[config.mk]
export PLATFORM = sky130hd
export DESIGN_NAME = nec_prefetch_queue_flat
export DESIGN_NICKNAME = d
export VERILOG_FILES = /design/src/rtl/nec_prefetch_queue_pkg.sv /design/src/rtl/nec_prefetch_queue_if.sv /design/src/rtl/nec_prefetch_ptr.sv /design/src/rtl/nec_prefetch_queue.sv /design/src/flat_wrapper.sv
export SDC_FILE = /design/constraint.sdc
export NUM_CORES = 1
export LEC_CHECK = 0
export CORE_ASPECT_RATIO = 0.6
export CORE_MARGIN = 2
export CORE_UTILIZATION = 45
export DETAILED_ROUTE_END_ITERATION = 6
export GPL_TIMING_DRIVEN = 0
export PLACE_DENSITY = 0.61
export SYNTH_ARGS = -nofsm -noshare
export SYNTH_HDL_FRONTEND = slang
export SYNTH_HIERARCHICAL = 1
export SYNTH_SLANG_ARGS = --single-unit
[constraint.sdc]
create_clock -name clk -period 13.5 [get_ports clk]
set_input_delay 2.025 -clock clk [delete_from_list [all_inputs] [get_ports clk]]
set_output_delay 2.025 -clock clk [all_outputs]
set_load 0.02 [all_outputs]
[src/rtl/nec_prefetch_queue_pkg.sv]
// rtl/nec_prefetch_queue_pkg.sv - shared types and constants for the instruction prefetch queue
package nec_prefetch_queue_pkg;

    localparam int PREFETCH_DEPTH_DEFAULT = 6;
    localparam int PREFETCH_IP_W          = 16;

    typedef struct packed {
        logic [3:0]               q_len;
        logic [7:0]               q0;
        logic [7:0]               q1;
        logic [7:0]               q2;
        logic [PREFETCH_IP_W-1:0] ip;
    } prefetch_status_t;

    // Illegal count 3 is treated as a 2-byte delivery; 0 stores nothing.
    function automatic logic [1:0] wr_bytes(input logic [1:0] wr_count);
        return (wr_count == 2'd3) ? 2'd2 : wr_count;
    endfunction

endpackage

[src/rtl/nec_prefetch_queue_if.sv]
// rtl/nec_prefetch_queue_if.sv - bus/decoder signal bundle; pfq_error present with NEC_PREFETCH_CHECK_EN
interface nec_prefetch_queue_if #(
    parameter int IP_W = 16
);
    logic            flush;
    logic [IP_W-1:0] flush_ip;
    logic            wr_valid;
    logic [15:0]     wr_data;
    logic [1:0]      wr_count;
    logic            wr_ready;
    logic            want_fetch;
    logic [IP_W-1:0] fetch_ip;
    logic [2:0]      consume;
    logic [3:0]      q_len;
    logic [7:0]      q0;
    logic [7:0]      q1;
    logic [7:0]      q2;
    logic [IP_W-1:0] ip;
`ifdef NEC_PREFETCH_CHECK_EN
    logic            pfq_error;

    modport master (
        output flush, flush_ip, wr_valid, wr_data, wr_count, consume,
        input  wr_ready, want_fetch, fetch_ip, q_len, q0, q1, q2, ip, pfq_error
    );
    modport slave (
        input  flush, flush_ip, wr_valid, wr_data, wr_count, consume,
        output wr_ready, want_fetch, fetch_ip, q_len, q0, q1, q2, ip, pfq_error
    );
`else
    modport master (
        output flush, flush_ip, wr_valid, wr_data, wr_count, consume,
        input  wr_ready, want_fetch, fetch_ip, q_len, q0, q1, q2, ip
    );
    modport slave (
        input  flush, flush_ip, wr_valid, wr_data, wr_count, consume,
        output wr_ready, want_fetch, fetch_ip, q_len, q0, q1, q2, ip
    );
`endif
endinterface

[src/rtl/nec_prefetch_ptr.sv]
// rtl/nec_prefetch_ptr.sv - modulo-DEPTH pointer adder (ptr + n, n <= 7) without a divider
module nec_prefetch_ptr #(
    parameter int DEPTH = 6
) (
    input  logic [3:0] ptr,
    input  logic [2:0] n,
    output logic [3:0] sum
);
    localparam logic [4:0] DEPTH_W = 5'(DEPTH);

    logic [4:0] raw;
    logic [4:0] once;

    // ptr + n <= DEPTH + 6 < 3*DEPTH for DEPTH >= 4, so two subtractions always suffice.
    always_comb begin
        raw  = {1'b0, ptr} + {2'b00, n};
        once = (raw >= DEPTH_W) ? raw - DEPTH_W : raw;
        sum  = (once >= DEPTH_W) ? 4'(once - DEPTH_W) : once[3:0];
    end
endmodule

[src/rtl/nec_prefetch_queue.sv]
// rtl/nec_prefetch_queue.sv - instruction prefetch byte queue; NEC_PREFETCH_CHECK_EN adds sticky pfq_error
module nec_prefetch_queue
    import nec_prefetch_queue_pkg::*;
#(
    parameter int DEPTH = PREFETCH_DEPTH_DEFAULT,
    parameter int IP_W  = PREFETCH_IP_W
) (
    input  logic                 clk,
    input  logic                 reset,
    input  logic                 ce,
    nec_prefetch_queue_if.slave  pif
);
    logic [7:0]      mem [0:15];
    logic [3:0]      rd_ptr;
    logic [3:0]      wr_ptr;
    logic [3:0]      count;
    logic [IP_W-1:0] ip_r;
    logic [IP_W-1:0] fetch_ip_r;

    logic [4:0]      free;
    logic [2:0]      eff_consume;
    logic            wr_accept;
    logic [1:0]      wr_n;
    logic [3:0]      rd_next;
    logic [3:0]      wr_next;
    logic [3:0]      wr_ptr_p1;
    logic [3:0]      rd_ptr_p1;
    logic [3:0]      rd_ptr_p2;
    prefetch_status_t status;

    assign free        = 5'(DEPTH) - {1'b0, count};
    assign eff_consume = ({1'b0, pif.consume} > count) ? count[2:0] : pif.consume;
    assign pif.wr_ready = free >= {3'b000, pif.wr_count};
    assign wr_accept   = !reset && ce && pif.wr_valid && pif.wr_ready && !pif.flush;
    assign wr_n        = wr_accept ? wr_bytes(pif.wr_count) : 2'd0;

    nec_prefetch_ptr #(.DEPTH(DEPTH)) u_rd_next (.ptr(rd_ptr), .n(eff_consume),     .sum(rd_next));
    nec_prefetch_ptr #(.DEPTH(DEPTH)) u_wr_next (.ptr(wr_ptr), .n({1'b0, wr_n}),    .sum(wr_next));
    nec_prefetch_ptr #(.DEPTH(DEPTH)) u_wr_p1   (.ptr(wr_ptr), .n(3'd1),            .sum(wr_ptr_p1));
    nec_prefetch_ptr #(.DEPTH(DEPTH)) u_rd_p1   (.ptr(rd_ptr), .n(3'd1),            .sum(rd_ptr_p1));
    nec_prefetch_ptr #(.DEPTH(DEPTH)) u_rd_p2   (.ptr(rd_ptr), .n(3'd2),            .sum(rd_ptr_p2));

    always_ff @(posedge clk) begin
        if (reset) begin
            count      <= 4'd0;
            rd_ptr     <= 4'd0;
            wr_ptr     <= 4'd0;
            ip_r       <= '0;
            fetch_ip_r <= '0;
        end else if (ce) begin
            if (pif.flush) begin
                count      <= 4'd0;
                rd_ptr     <= 4'd0;
                wr_ptr     <= 4'd0;
                ip_r       <= pif.flush_ip;
                fetch_ip_r <= pif.flush_ip;
            end else begin
                // Consume is clamped against the pre-write count, so fresh bytes survive this cycle.
                count      <= count - {1'b0, eff_consume} + {2'b00, wr_n};
                rd_ptr     <= rd_next;
                wr_ptr     <= wr_next;
                ip_r       <= ip_r + IP_W'(eff_consume);
                fetch_ip_r <= fetch_ip_r + IP_W'(wr_n);
            end
        end
    end

    always_ff @(posedge clk) begin
        if (wr_accept) begin
            mem[wr_ptr] <= pif.wr_data[7:0];
            if (wr_n == 2'd2)
                mem[wr_ptr_p1] <= pif.wr_data[15:8];
        end
    end

    always_comb begin
        status.q_len = count;
        status.q0    = (count > 4'd0) ? mem[rd_ptr]    : 8'h00;
        status.q1    = (count > 4'd1) ? mem[rd_ptr_p1] : 8'h00;
        status.q2    = (count > 4'd2) ? mem[rd_ptr_p2] : 8'h00;
        status.ip    = PREFETCH_IP_W'(ip_r);
    end

    assign pif.q_len      = status.q_len;
    assign pif.q0         = status.q0;
    assign pif.q1         = status.q1;
    assign pif.q2         = status.q2;
    assign pif.ip         = IP_W'(status.ip);
    assign pif.fetch_ip   = fetch_ip_r;
    assign pif.want_fetch = (free >= 5'd2) && !pif.flush;

`ifdef NEC_PREFETCH_CHECK_EN
    logic pfq_error_r;

    always_ff @(posedge clk) begin
        if (reset)
            pfq_error_r <= 1'b0;
        else if (ce && (({1'b0, pif.consume} > count) ||
                        (pif.wr_valid && (pif.wr_count == 2'd0 || pif.wr_count == 2'd3)) ||
                        (pif.wr_valid && !pif.wr_ready)))
            pfq_error_r <= 1'b1;
    end

    assign pif.pfq_error = pfq_error_r;
`endif
endmodule

[src/flat_wrapper.sv]
// flat-port wrapper written by rule: the top's interface ports become plain ports
module nec_prefetch_queue_flat import nec_prefetch_queue_pkg::*;
#(
    parameter int DEPTH = PREFETCH_DEPTH_DEFAULT,
    parameter int IP_W  = PREFETCH_IP_W
)
  (clk, reset, ce, pif_flush, pif_flush_ip, pif_wr_valid, pif_wr_data, pif_wr_count, pif_consume, pif_wr_ready, pif_want_fetch, pif_fetch_ip, pif_q_len, pif_q0, pif_q1, pif_q2, pif_ip);
  nec_prefetch_queue_if #(.IP_W(IP_W)) pif_i ();
  input  logic clk;
  input  logic reset;
  input  logic ce;
  input wire logic [$bits(pif_i.flush)-1:0] pif_flush;
  input wire logic [$bits(pif_i.flush_ip)-1:0] pif_flush_ip;
  input wire logic [$bits(pif_i.wr_valid)-1:0] pif_wr_valid;
  input wire logic [$bits(pif_i.wr_data)-1:0] pif_wr_data;
  input wire logic [$bits(pif_i.wr_count)-1:0] pif_wr_count;
  input wire logic [$bits(pif_i.consume)-1:0] pif_consume;
  output wire logic [$bits(pif_i.wr_ready)-1:0] pif_wr_ready;
  output wire logic [$bits(pif_i.want_fetch)-1:0] pif_want_fetch;
  output wire logic [$bits(pif_i.fetch_ip)-1:0] pif_fetch_ip;
  output wire logic [$bits(pif_i.q_len)-1:0] pif_q_len;
  output wire logic [$bits(pif_i.q0)-1:0] pif_q0;
  output wire logic [$bits(pif_i.q1)-1:0] pif_q1;
  output wire logic [$bits(pif_i.q2)-1:0] pif_q2;
  output wire logic [$bits(pif_i.ip)-1:0] pif_ip;
  assign pif_i.flush = pif_flush;
  assign pif_i.flush_ip = pif_flush_ip;
  assign pif_i.wr_valid = pif_wr_valid;
  assign pif_i.wr_data = pif_wr_data;
  assign pif_i.wr_count = pif_wr_count;
  assign pif_i.consume = pif_consume;
  assign pif_wr_ready = pif_i.wr_ready;
  assign pif_want_fetch = pif_i.want_fetch;
  assign pif_fetch_ip = pif_i.fetch_ip;
  assign pif_q_len = pif_i.q_len;
  assign pif_q0 = pif_i.q0;
  assign pif_q1 = pif_i.q1;
  assign pif_q2 = pif_i.q2;
  assign pif_ip = pif_i.ip;
  nec_prefetch_queue #(.DEPTH(DEPTH), .IP_W(IP_W)) u_core (.clk(clk), .reset(reset), .ce(ce), .pif(pif_i));
endmodule
==> run summary, run 1 <==
For this design, the slowest cell found on the critical path is buf_1. The placed cell area is around 16,000 um2. The relative slew slack came out at 7.99%.

The fraction of final layout cells sized beyond drive strength 1 came out at 24.4%. The die span in y came out at 142 um. The wire length of the first global-routing pass is between 70 and 80 mm. The number of different library cells in the post-synthesis netlist came out at 86. The total count of hold-check failures in the final report came out at 0. The top-level I/O count came out at 104. Setup repair after global routing left no endpoint under its margin. The final period demand of the worst path came out at 7.92 ns.

The share of synthesized registers carrying an async set or reset came out at 0%. The setup path with the least slack is of type flop to output port. The worst vdd rail ir drop is 0.0922 mV.

The area growth from synthesis to layout came out at 16.4%. The violation count after the first detailed-route iteration came out at 1,701. Sequential cells burn about 32% of the power. Fill cells in the final layout number 2,749. STA classifies the critical path endpoint as an output port. The relative contribution of combinational cells to total power is 40.7%.

The share of synthesized area in the top cell type comes to 27.0%. The final worst-path cycle share is 58.6%. The longest individual stage delay on the worst path is 0.83 ns. The die area came out at 33,200 um2. The count of port buffers added during placement is slightly above 100. The flow ran to the end, and the final reports show no timing, DRC or antenna violations. For this run, the total global-route usage over all layers was measured as 31.0%. For this design, the sink count on the clock tree is 176.

The detailed-route via count is ~13k. The number of nets in the finished design is 1,545. In this run the post-CTS setup repair buffer count came out at 0. The total of flip-flops plus latches after synthesis came out at about 180. During synthesis, Yosys emitted a total of 6 warnings.

The required time reported for the critical path endpoint is 11.48 ns. The number of hold buffers added after CTS was 0. The number of design rule violations left after detail routing came out at 0.

The number of nets with antenna violations after detailed routing is 0. The synthesized area came out at 14,200 um2. The starting density of the core is 45.7%. In the synthesized netlist, the number of instances is 1,311. The path class of the tightest hold or removal check is flop to flop. The leftover overflow at the end of global routing is 0. The total detailed-routing wirelength is just over 50 mm. The internal power of the cells totals approximately 1.2 mW.

The horizontal die dimension came out at 234 um. The placed wire-length estimate after detailed placement came out at just under 40 mm. The average detailed-routed wire length per instance is 26.9 um. The library cell used most frequently in the layout, excluding fill and tap cells, is mux2_2.

In this design, the largest share of critical-path delay is due to buffers and inverters. Setup violations remaining at the end of the flow were counted as 0. The finished cells cover 16,600 um2. The standard cell core area came out at 31,200 um2. The predominant post-synthesis flop cell is edfxtp_1.

At the end of routability-driven placement, the weighted congestion stood at between 1 and 1.5. The number of max-slew violations in the final report came to 0. The clock-pin slew of the registers on the worst-case setup and hold paths came out at 0.07 ns. 0 antenna diodes ended up in the layout.

In the post-synthesis netlist, the biggest area contributors are edfxtp_1 27%, mux4_2 13%, mux2_2 12%, dfxtp_1 6.7%, ha_1 3.5%. The clock passes through at most 2 buffers. The via count of the first global-routing pass was 11.9k.

The clock network latency to the later pin of the worst-skew pair is 0.46 ns. The arrival time of data at the critical path endpoint came out at around 5.9 ns. Leaving out fill and tap cells, the most frequent cells in the layout are 148 x mux2_2, 128 x edfxtp_1, 103 x clkdlybuf4s50_1. The highest net fanout along the worst path is 10. The cell row count is 50. The share of synthesized area occupied by flip-flops and latches came out at 33.7%. The actual slew at the worst max-slew pin came out at between 1 and 1.5 ns. The signal on the critical path passes through ha_1 -> fa_1 -> buf_2 -> xor2_1 -> ha_1 -> clkbuf_1 -> nand3b_1 -> nand2_1 -> a221o_1 -> clkbuf_1 -> buf_1 -> mux4_2 -> nand2_1 -> o31ai_1 -> a221o_1 -> clkdlybuf4s50_1. On the final layout, the worst clock skew is 0.0118 ns. The fraction of power spent switching nets came out at 37.1%. In the routed layout, each cell is associated on average with a via count of 6.69.

TritonCTS built the clock tree. The buffers plus inverters on the worst setup path is 5. The clock buffer count from CTS is 17.

The max-capacitance violation count is 0. The buffer type at the clock tree root is clkbuf_16. The power per cell area came out at 113 nW/um2. In this run, the clock network consumes between 20% and 30% of the power. The initial antenna violation count was 0. The net switching power is roughly 700 uW. For this run, the detailed router's first-pass iteration total came to 6. The number of resized instances in the post-cts repair step came out at 0.

In this run the static leakage power is 5.63 nW. The cell type contributing the most total cell area after synthesis is edfxtp_1. The slack of the worst reg-to-reg path is 7.51 ns.

The worst setup path is launched from a flop. The average cell area after synthesis is 10.9 um2. The timing-limited maximum frequency came out at 126 MHz. The final-layout setup total negative slack is 0 ns. The level count of the clock H-tree came out at 4.

The largest net degree at the start of global routing came out at 17. The number of enable-type register cells in the synthesized netlist is 128.
==> layout make-up <==
type	instances	area, um2	area share, %
buffer	108	478	2.88
clock buffer	22	475	2.87
clock inverter	10	104	0.626
inverter	27	101	0.611
multi-input combinational	1011	8970	54.1
sequential	176	4800	29.0
tap	416	520	3.14
timing repair buffer	113	1120	6.78
==> metal layers <==
metal / GRT usage, % / routed length, um / vias up
met1: 48.0 / 23100 / 6262
met4: 9.43 / 1220 / 0
li1: - / - / 5439
met2: 40.3 / 19700 / 797
met5: 0 / 0 / -
met3: 9.53 / 6600 / 94
==> worst reg2reg max path, stage by stage (launching register included) <==
cell and delay [ns]:
dfxtp_1 0.56, inv_1 0.19, ha_1 0.35, inv_1 0.05, ha_1 0.28, a21o_1 0.21
o311ai_2 0.64, clkbuf_1 0.56, nand3b_1 0.21, inv_1 0.13, ha_1 0.28, fa_1 0.53
xor2_1 0.31, ha_1 0.27, buf_1 0.38, xnor2_1 0.17, nor2_1 0.06, nor3_1 0.13
o21ai_0 0.15, a21o_1 0.23, a22oi_1 0.14, nor2_1 0.06
==> synthesized netlist by cell type, drive strengths merged (25+ instances only) <==
cell type  number
nor2b          37
o21ai          34
mux2          148
mux2i          33
mux4           83
inv            26
nand2b         25
edfxtp        128
a21oi          57
nand2          77
nor2           76
ha             40
nor3           30
buf            41
clkbuf         67
dfxtp          48
nand3          42
==> registers in the layout (all words and copies together), names as in the netlist, named ones only <==
name / cells
u_core/pif.q_len: 4
u_core/pif.ip: 16
u_core/mem: 128
u_core/pif.fetch_ip: 16
u_core/wr_ptr: 4
u_core/rd_ptr: 4
==> final timing paths <==
kind / start / endpoint / depth (start not counted)
max: u_core/rd_ptr[0]$_SDFFE_PP0P_ / pif_q1[1] / 16
min: u_core/pif.fetch_ip[0]$_SDFFE_PP0P_ / u_core/pif.fetch_ip[0]$_SDFFE_PP0P_ / 2
max reg2reg: u_core/pif.q_len[1]$_SDFFE_PP0P_ / u_core/wr_ptr[1]$_SDFFE_PP0P_ / 21
min reg2reg: u_core/pif.fetch_ip[0]$_SDFFE_PP0P_ / u_core/pif.fetch_ip[0]$_SDFFE_PP0P_ / 2
==> cell families (layout without fill, tap and decap cells) <==
family,count (synthesis),count (layout),synth area share [%]
buf+inv,135,280,4.07
mux,264,264,27.1
fa+ha+maj,49,49,4.78
xor+xnor,13,13,0.799
flops,176,176,33.7
compound gates,289,289,14.7
other cells,2,13,0.0527
simple gates,383,383,14.7
==> metrics by stage <==
step	setup slack [ns]	util, %	total power [mW]	instances	hold WS, ns
final	5.58	53.2	1.88	1883	0.544
after global routing	5.44	53.2	1.95	1883	0.557
after CTS	5.75	53.2	1.87	1883	0.544
after detailed placement	5.97	51.4	1.36	1851	0.531
after global placement	6.21	50.8	1.35	1841	0.501
after floorplan	7.50	-	1.10	1322	0.572
==> power groups by stage <==
stage / Combinational [mW] / Clock (mW) / Sequential (mW)
finish: 0.766 / 0.507 / 0.608
global route: 0.811 / 0.532 / 0.609
CTS: 0.747 / 0.514 / 0.607
detailed placement: 0.743 / 0 / 0.619
global placement: 0.734 / 0 / 0.619
floorplan: 0.479 / 0 / 0.623
(Power assumes the default switching activity.)
==> inputs of run 2 (changes only) <==
==> constraint.sdc (replaced) <==
create_clock -name clk -period 7.4 [get_ports clk]
set_input_delay 1.11 -clock clk [delete_from_list [all_inputs] [get_ports clk]]
set_output_delay 1.11 -clock clk [all_outputs]
set_load 0.02 [all_outputs]
==> results of run 2 <==
The final DEF is identical to that of run 1. Status: complete, no violations.
Among the figures that moved: setup slack after placement 5.97 ns -> 0.780 ns; setup slack after layout 5.58 ns -> 0.399 ns; register-to-register setup slack 7.51 ns -> 1.41 ns; total power 1.88 mW -> 3.43 mW; worst IR drop on VDD 0.0922 mV -> 0.168 mV
==> inputs of run 3 (changes only) <==
--- a/config.mk
+++ b/config.mk
@@ -8,9 +8,11 @@
 export CORE_ASPECT_RATIO = 0.6
 export CORE_MARGIN = 2
 export CORE_UTILIZATION = 45
+export CTS_BUF_LIST = sky130_fd_sc_hd__clkbuf_16
 export DETAILED_ROUTE_END_ITERATION = 6
 export GPL_TIMING_DRIVEN = 0
 export PLACE_DENSITY = 0.61
+export RECOVER_POWER = 50
 export SYNTH_ARGS = -nofsm -noshare
 export SYNTH_HDL_FRONTEND = slang
 export SYNTH_HIERARCHICAL = 1
==> run 3 against run 2 <==
- global-route usage is essentially flat
- die area is the same
- critical endpoint unchanged
- register-to-register slack lost 0.36 ns
- clock skew shrank 0.0011 ns
- via count grew 0.93%
- power shrank 0.96%
- first-iteration DRC count shrank 5.3%
- design area shrank 0.88%
- largest cell class unchanged
- sequential power is essentially flat
- combinational power is essentially flat
- non-clock buffer count is the same
- the run now ends with capacitance limit, slew limit left
- largest power group unchanged
==> run summary, run 3 (synthesized netlist as in run 1, its figures left out) <==
The count of port buffers added during placement is 103 (unchanged). The final reports fail on capacitance limit, slew limit. The type of destination of the critical path is an output port (unchanged). RSZ-0062 raised after global routing: false (unchanged).

The power per cell area was 207 nW/um2 (about the same). The count of hold buffers inserted by post-cts repair came out at 0 (unchanged). The via count of the first global-routing pass is 11.9k (about the same). The standard cell core area is 31,200 um2 (unchanged).

The number of nets in the finished design is 1,545 (unchanged). The top-level I/O count came to 104 (unchanged). The largest net degree at the start of global routing is 17 (unchanged). The launching element type of the critical path is a flop (unchanged). The hold-critical path depth came out at 2 (unchanged). The number of max-slew violations in the final report came to 77 (was 0).

The most common cell after layout, fill and taps aside is mux2_2 (unchanged). Commonest cells after routing, fill and taps aside: 147 x mux2_2, 128 x edfxtp_1, 83 x mux4_2 (was 148 x mux2_2, 128 x edfxtp_1, 103 x clkdlybuf4s50_1). The required time reported for the critical path endpoint came out at 6.29 ns (about the same). The clock network latency to the later pin of the worst-skew pair is 0.46 ns (about the same). The total instance count after detailed placement is 1,851 (unchanged).

The horizontal die dimension came out at 234 um (unchanged). The number of flip-flops under the largest register name was 128 (unchanged). The relative slew slack is -81.6% (was 7.99%).

The class of the tightest hold or removal check was flop to flop (unchanged). The cell row count came out at 50 (unchanged). The clock sink count is 176 (unchanged). The timing-limited maximum frequency came out at 144 MHz (was 143 MHz). The clock tree skew after final layout is 0.0107 ns (was 0.0118 ns). The slack of the worst reg-to-reg path came out at 1.05 ns (was 1.41 ns). The detailed-route via count came out at 12.7k (was 12.6k). The final worst-path cycle share came out at 93.8% (was 94.6%). The capture point of the worst reg-to-reg path is u_core/mem[6][3]$_DFFE_PP_ (was u_core/wr_ptr[1]$_SDFFE_PP0P_). The average detailed-routed wire length per instance is 27.0 um (was 26.9 um). The final weighted congestion in routability-driven placement came out at 1.02 (unchanged).

The wire length of the first global-routing pass came out at 75.5 mm (about the same). The number of design rule violations left after detail routing is 0 (unchanged). The diode insertion count for antenna repair came out at 0 (unchanged).

The die span in y is 142 um (unchanged). The violation count after the first detailed-route iteration is 1,611 (was 1,701). The worst min-delay path endpoint was u_core/pif.fetch_ip[0]$_SDFFE_PP0P_ (unchanged). The count of final setup violators is 0 (unchanged). The arrival time of data at the critical path endpoint is 5.83 ns (was 5.89 ns). The total detailed-routing wirelength came out at 50.9 mm (was 50.7 mm). The final cell count without fillers came out at 1,883 (unchanged). The register with the most flip-flops was u_core/mem (unchanged). The clock-pin slew of the registers on the worst-case setup and hold paths came to 0.07 ns (about the same). The mean number of vias per cell is 6.75 (was 6.69). The starting density of the core is 45.7% (unchanged). The number of resized instances in the post-cts repair step is 0 (unchanged).

The placed wire-length estimate after detailed placement is 39.3 mm (unchanged). The buffer type at the clock tree root was clkbuf_16 (unchanged). The worst vdd rail ir drop came out at 0.177 mV (was 0.168 mV). The clock buffer count from CTS is 17 (unchanged). The initial antenna violation count came out at 0 (unchanged). The startpoint of the worst-slack reg-to-reg timing path is u_core/wr_ptr[0]$_SDFFE_PP0P_ (was u_core/pif.q_len[1]$_SDFFE_PP0P_).

The static leakage power came out at 5.67 nW (was 5.63 nW). The number of nets with antenna violations after detailed routing came out at 0 (unchanged). The highest net fanout along the worst path is 10 (unchanged). The overall routing resource usage was 31.0% (about the same).

The origin of the worst min-delay path is u_core/pif.fetch_ip[0]$_SDFFE_PP0P_ (unchanged). The type of the worst setup path is flop to output port (unchanged). The fraction of final layout cells sized beyond drive strength 1 is 22.7% (was 24.4%).

The core utilization of the finished layout is 52.7% (was 53.2%). The max-capacitance violation count is 9 (was 0). Run status: finished, violations left (was complete, no violations).

The die area was 33,200 um2 (unchanged). The buffer count from post-CTS setup fixing came out at 0 (unchanged). The level count of the clock H-tree came out at 4 (unchanged). The maximum buffer depth of the clock tree came out at 2 (unchanged). The area growth from synthesis to layout came out at 15.3% (was 16.4%). The detailed-router iteration count before antenna repair is 7 (was 6). The CTS tree is built (unchanged). The total count of hold-check failures in the final report came out at 0 (unchanged). The depth of the worst register-to-register path came out at 14 (was 21). The leftover overflow at the end of global routing came out at 0 (unchanged). The final-layout setup total negative slack is 0 ns (unchanged).

The actual slew at the worst max-slew pin is 2.70 ns (was 1.37 ns). The final period demand of the worst path is 6.94 ns (was 7.00 ns).
## run 3: metal layers
| layer | vias up | share of wire, % | global-route usage, % |
|---|---|---|---|
| met1 | 6285 | 46 | 48.0 |
| met5 | - | 0 | 0 |
| met3 | 99 | 13 | 9.59 |
| met2 | 876 | 39 | 40.4 |
| met4 | 0 | 2.5 | 9.36 |
| li1 | 5449 | - | - |
## run 3: critical path, cell delays in order (launching register included)
cell and delay [ns]:
dfxtp_1 0.38, ha_1 0.27, fa_1 0.38, buf_2 0.20
xor2_1 0.21, ha_1 0.23, clkbuf_1 0.39, nand3b_1 0.20
nand2_1 0.10, a221o_1 0.15, clkbuf_1 0.55, buf_1 0.82
mux4_2 0.42, nand2_1 0.09, o31ai_1 0.09, a221o_1 0.33
clkdlybuf4s50_1 0.55
## run 3: final cells by class
type / instances / area (um2)
multi-input combinational: 1011 / 8860
inverter: 27 / 101
fill: 2779 / 14700
clock buffer: 18 / 450
buffer: 108 / 470
tap: 416 / 520
timing repair buffer: 113 / 1110
sequential: 176 / 4800
clock inverter: 14 / 119
## run 3: power by group
part           total, mW  leakage, nW  internal [mW]  switching (mW)
Combinational       1.38         3.84          0.574           0.808
Sequential          1.11         1.54           1.08          0.0313
Clock              0.908        0.283          0.483           0.424
Total               3.40         5.67           2.13            1.26
## run 3: how the worst max path moves through the flow
stage | start | to | slack, ns | depth (start not counted)
finish | u_core/rd_ptr[0]$_SDFFE_PP0P_ | pif_q1[1] | 0.46 | 16
CTS | u_core/rd_ptr[0]$_SDFFE_PP0P_ | pif_q1[0] | 0.56 | 17
detailed placement | pif_wr_count[1] | u_core/wr_ptr[1]$_SDFFE_PP0P_ | 0.78 | 20
global placement | pif_wr_count[1] | u_core/wr_ptr[1]$_SDFFE_PP0P_ | 1.02 | 20
global route | u_core/rd_ptr[0]$_SDFFE_PP0P_ | pif_q1[1] | 0.26 | 16
floorplan | pif_wr_count[0] | u_core/wr_ptr[3]$_SDFFE_PP0P_ | 2.32 | 19
## run 3: metrics by stage
step	worst slack [ns]	hold WS (ns)	instance area, um2	power, mW
after global placement	1.02	0.501	15800	2.47
after detailed placement	0.780	0.531	16000	2.48
after CTS	0.562	0.544	16600	3.39
after global routing	0.258	0.555	16400	3.53
final	0.458	0.540	16400	3.40
after floorplan	2.32	0.572	14300	2.01
